===== src/rtl/bt_uart_tx.sv =====
// rtl/bt_uart_tx.sv - UART transmitter (8 data bits, LSB first, optional parity, 1/2 stop bits)
module bt_uart_tx #(
   parameter int CLK_FREQ  = 50000000,
   parameter int BAUD      = 9600,
   parameter int PARITY    = 0,
   parameter int STOP_BITS = 1
) (
   input  logic       clk,
   input  logic       rst_n,
   input  logic [7:0] tx_data,
   input  logic       tx_valid,
   output logic       tx_ready,
   output logic       tx,
   output logic       busy
);

   localparam int N        = CLK_FREQ / BAUD;
   localparam int CW       = (N < 2) ? 1 : $clog2(N);
   // Out-of-range parity modes fall back to no parity; anything but 2 stop bits means 1
   localparam int PAR_MODE = (PARITY == 1 || PARITY == 2) ? PARITY : 0;
   localparam int NSTOP    = (STOP_BITS == 2) ? 2 : 1;

   localparam logic [CW-1:0] CNT_LAST  = CW'(N - 1);
   localparam logic [2:0]    STOP_LAST = 3'(NSTOP - 1);

   generate
      if (N < 2) begin : g_bad_divisor
         $error("bt_uart_tx: CLK_FREQ/BAUD must be at least 2");
      end
   endgenerate

   typedef enum logic [2:0] {
      S_IDLE,
      S_START,
      S_DATA,
      S_PARITY,
      S_STOP
   } state_t;

   state_t          r_state;
   state_t          w_state_next;
   logic [CW-1:0]   r_cnt;
   logic [CW-1:0]   w_cnt_next;
   logic [2:0]      r_idx;
   logic [2:0]      w_idx_next;
   logic [7:0]      r_data;
   logic            r_tx;
   logic            w_tx_next;
   logic            w_load;
   logic            w_bit_end;

   assign w_bit_end = (r_cnt == CNT_LAST);

   // State, baud counter, bit index, latched byte and the line flop
   always_ff @(posedge clk or negedge rst_n) begin
      if (!rst_n) begin
         r_state <= S_IDLE;
         r_cnt   <= '0;
         r_idx   <= '0;
         r_data  <= '0;
         r_tx    <= 1'b1;
      end else begin
         r_state <= w_state_next;
         r_cnt   <= w_cnt_next;
         r_idx   <= w_idx_next;
         r_tx    <= w_tx_next;
         if (w_load) begin
            r_data <= tx_data;
         end
      end
   end

   // Next-state: the counter only advances inside a frame, bit changes happen on its last count
   always_comb begin
      w_state_next = r_state;
      w_cnt_next   = r_cnt;
      w_idx_next   = r_idx;
      w_load       = 1'b0;
      if (r_state == S_IDLE) begin
         w_cnt_next = '0;
         w_idx_next = '0;
         if (tx_valid) begin
            w_state_next = S_START;
            w_load       = 1'b1;
         end
      end else if (!w_bit_end) begin
         w_cnt_next = r_cnt + CW'(1);
      end else begin
         w_cnt_next = '0;
         case (r_state)
            S_START: begin
               w_state_next = S_DATA;
               w_idx_next   = '0;
            end
            S_DATA: begin
               if (r_idx == 3'd7) begin
                  w_idx_next   = '0;
                  w_state_next = (PAR_MODE != 0) ? S_PARITY : S_STOP;
               end else begin
                  w_idx_next = r_idx + 3'd1;
               end
            end
            S_PARITY: begin
               w_state_next = S_STOP;
               w_idx_next   = '0;
            end
            S_STOP: begin
               if (r_idx == STOP_LAST) begin
                  w_state_next = S_IDLE;
                  w_idx_next   = '0;
               end else begin
                  w_idx_next = r_idx + 3'd1;
               end
            end
            default: begin
               w_state_next = S_IDLE;
               w_idx_next   = '0;
            end
         endcase
      end
   end

   // Outputs: the line level is decoded from the next state so it lands in the flop on the boundary edge
   always_comb begin
      w_tx_next = 1'b1;
      case (w_state_next)
         S_START:  w_tx_next = 1'b0;
         S_DATA:   w_tx_next = r_data[w_idx_next];
         S_PARITY: w_tx_next = (PAR_MODE == 1) ? ~^r_data : ^r_data;
         default:  w_tx_next = 1'b1;
      endcase
      tx_ready = (r_state == S_IDLE);
      busy     = (r_state != S_IDLE);
   end

   assign tx = r_tx;

endmodule


===== config.mk =====
export PLATFORM = sky130hd
export DESIGN_NAME = bt_uart_tx
export DESIGN_NICKNAME = d
export VERILOG_FILES = /design/src/rtl/bt_uart_tx.sv
export SDC_FILE = /design/constraint.sdc
export NUM_CORES = 1
export LEC_CHECK = 0
export CELL_PAD_IN_SITES_DETAIL_PLACEMENT = 2
export CELL_PAD_IN_SITES_GLOBAL_PLACEMENT = 2
export CORE_MARGIN = 2
export CORE_UTILIZATION = 33
export DETAILED_ROUTE_END_ITERATION = 8
export PLACE_DENSITY = 0.8
export SETUP_SLACK_MARGIN = 0.5
export SYNTH_ARGS = -nofsm -noshare
export SYNTH_HDL_FRONTEND = slang
export SYNTH_SLANG_ARGS = --single-unit

===== constraint.sdc =====
create_clock -name clk -period 2.3 [get_ports clk]
set_clock_uncertainty 0.1 [all_clocks]
set_input_delay 0.23 -clock clk [delete_from_list [all_inputs] [get_ports clk]]
set_output_delay 0.23 -clock clk [all_outputs]
set_load 0.01 [all_outputs]

==> flow_summary.yaml <==
detailed_routing:
  avgViaCountPerCell: 5.16
  routed_wl_um: 4690
  vias: 1212
  drc_errors: 0
  dr.pass1.iters: 4
  ant_nets: 0
  drt-initial-drc-count: 31
  wl_per_cell_um: 19.9
final_layout:
  fillers: 483
  areaGrowthSynthToFinish_pct: 42.1
  n_antenna_cell: 0
  fin_util: 0.480
  nets: 197
  drive_gt1_frac: 0.414
power:
  leakage_uw: 0.000945
  p_per_area_mw_per_mm2: 707
  vdd_ir_drop_max_mv: 0.403
timing:
  setup_viol: 0
  fmax_mhz: 457
  period_share: 0.951
  relSlewSlack: 0.659
  min_period_ps: 2190
  timing_hold_violations_final: 0
  rsz0062_at_grt: "yes"
  worst_pin_slew_ps: 507
  drv_slew: 0
  tns_ps: 0
die:
  die_area_mm2: 0.00530
  num_io_pins: 14
  die-width_um: 72.8
  dieHeight_um: 72.8
  rows: 25
  start_util: 0.338
  core_mm2: 0.00463
worst_setup_path:
  cp_max_fo: 8
  cp-end-kind: "register"
  crit_chain: "buf_4, o31ai_1, a31oi_4, a31o_4, buf_6, nor3b_4, o41ai_2"
  cp_slowest_stage_delay_ps: 480
  required_ps: 2390
  startpoint_type: "register"
  critPathSlowestCell: "o31ai_1"
  arrival_ps: 2280
  path_class: "register to register"
synthesis:
  yosysSeqAreaShare: 0.449
  synth_edf_count: 0
  ys_types: 41
  ys_ff_latch: 28
  synth_cells: 146
  syn_avg_cell_area_um2: 10.7
  syn_nets: 161
  async_reset_ff_frac: 1.00
  ys.flop_type: "dfrtp_1"
  syn_area_mm2: 0.00156
  ys_warn_count: 0
cts:
  cts_root_buffer: "clkbuf_8"
  h-tree-depth: 1
  numCtsBuffers: 3
  clockBufferDepth: 2
  insertion_delay_ps: 280
  cts_tree: "built"
  clk_pin_slew_ps: 100
  cts.sinks: 28
  ctsHoldBuffers: 0
place:
  place_congestion: 0.811
  dp_hpwl_um: 2960
  portBuffers: 13
grt:
  grt_pass1_wl_um: 7420
  grt_pass1_vias: 1350
  overflow: 0
  grt_util_all_layers: 0.187
  antenna_found_initial: 0
  grt_max_degree: 29
worst_hold_path:
  min_path_type: "input port to async pin"
job:
  maxCapViolCount: 0
status:
  status: "finished clean"
## kinds of logic (layout without fill, tap and decap cells)
kind of cell    after synthesis  count (layout)  share of synthesized area
buf+inv                      16              51                     0.0416
flops                        28              28                      0.449
simple gates                 49              49                      0.184
mux                          12              12                     0.0849
xor+xnor                     18              18                      0.101
compound gates               19              19                      0.107
fa+ha+maj                     4               4                     0.0320
## area by class of cell
| cell class | instances | area (um2) | area share |
|---|---|---|---|
| Multi-Input combinational cell | 102 | 993 | 0.447 |
| Sequential cell | 28 | 708 | 0.319 |
| Tap cell | 54 | 67.6 | 0.0304 |
| Clock buffer | 4 | 55.1 | 0.0248 |
| Inverter | 9 | 36.3 | 0.0163 |
| Timing Repair Buffer | 38 | 360 | 0.162 |
## routing by layer
metal / vias up / track usage / part of all wire
met5: - / 0 / 0
met4: 0 / 0.0494 / 0.019
met3: 7 / 0.0166 / 0.014
met2: 17 / 0.318 / 0.51
met1: 614 / 0.256 / 0.46
li1: 574 / - / -
## final timing paths
| path | startpoint | endpoint | slack [ps] | cells past startpoint |
|---|---|---|---|---|
| min in group clk | tx_data[3] | r_data[3] | 460 | 2 |
| setup reg to reg | r_state[0] | tx | 110 | 7 |
| max in group asynchronous | rst_n | tx | 1580 | 2 |
| setup / recovery | r_state[0] | tx | 110 | 7 |
| hold reg to reg | r_data[2] | r_data[2] | 470 | 1 |
| hold / removal | rst_n | r_state[2] | 210 | 2 |
## report_power, final
group / switching, uW / leakage, uW / internal, uW / total [uW]
Clock: 157 / 0.0000288 / 154 / 310
Combinational: 238 / 0.000565 / 329 / 567
Sequential: 105 / 0.000351 / 588 / 694
## synthesized netlist by cell type (2+ instances only)
cell type | count | area share
dfrtp_1 | 27 | 0.43
nor2_1 | 16 | 0.038
xnor2_1 | 13 | 0.073
mux2_1 | 9 | 0.065
inv_1 | 8 | 0.019
and3_1 | 7 | 0.028
nand3_1 | 6 | 0.019
xor2_1 | 5 | 0.028
buf_2 | 4 | 0.013
ha_1 | 4 | 0.032
o31ai_1 | 4 | 0.019
a31oi_1 | 3 | 0.012
clkbuf_1 | 3 | 0.0072
nand2_1 | 3 | 0.0072
nor2b_1 | 3 | 0.012
mux2i_1 | 2 | 0.013
nand2b_1 | 2 | 0.0080
nor3_1 | 2 | 0.0064
o21ai_1 | 2 | 0.0064
or3_1 | 2 | 0.0080
## cell usage in the layout (no fill, tap or decap), types with 4 or more instances in the layout
master | synthesis | layout
and3_1 | 7 | 6
buf_6 | 0 | 8
nand3_1 | 6 | 5
nor2_1 | 16 | 15
clkdlybuf4s50_1 | 0 | 11
xnor2_1 | 13 | 13
dfrtp_1 | 27 | 22
xor2_1 | 5 | 5
buf_4 | 0 | 17
mux2_4 | 0 | 10
clkbuf_8 | 0 | 4
dfrtp_2 | 0 | 5
inv_1 | 8 | 8
## sequential cells by signal, indices dropped and copies added (netlist names)
register	cells
r_cnt	13
r_data	8
r_idx	3
r_state	3
tx	1
## worst max-delay path: cells and delay by family (launching register included)
kind / cells / cell delay (ps)
AO/OA/AOI/OAI: 4 / 1100
buffers and inverters: 2 / 310
flip-flops: 1 / 440
AND/OR/NAND/NOR: 1 / 140
## timing repair
action                     4_1_cts  5_1_grt
setup endpoints to repair       24       17
buffers inserted                16        7
gates resized for setup         20       28
pin swaps                        9       10
## metrics by stage
stage / setup slack, ps / instances / hold WS [ps] / area, um2 / total power [uW]
2_1_floorplan: 238 / 146 / -166 / 1640 / 1020
3_3_place_gp: 109 / 208 / 372 / 1800 / 1110
3_5_place_dp: -35.7 / 208 / 412 / 1800 / 1150
4_1_cts: 189 / 228 / 237 / 2050 / 1510
5_1_grt: 43.1 / 235 / 237 / 2220 / 1680
6_report: 113 / 235 / 214 / 2220 / 1570
Power figures use the tool's default switching activity.
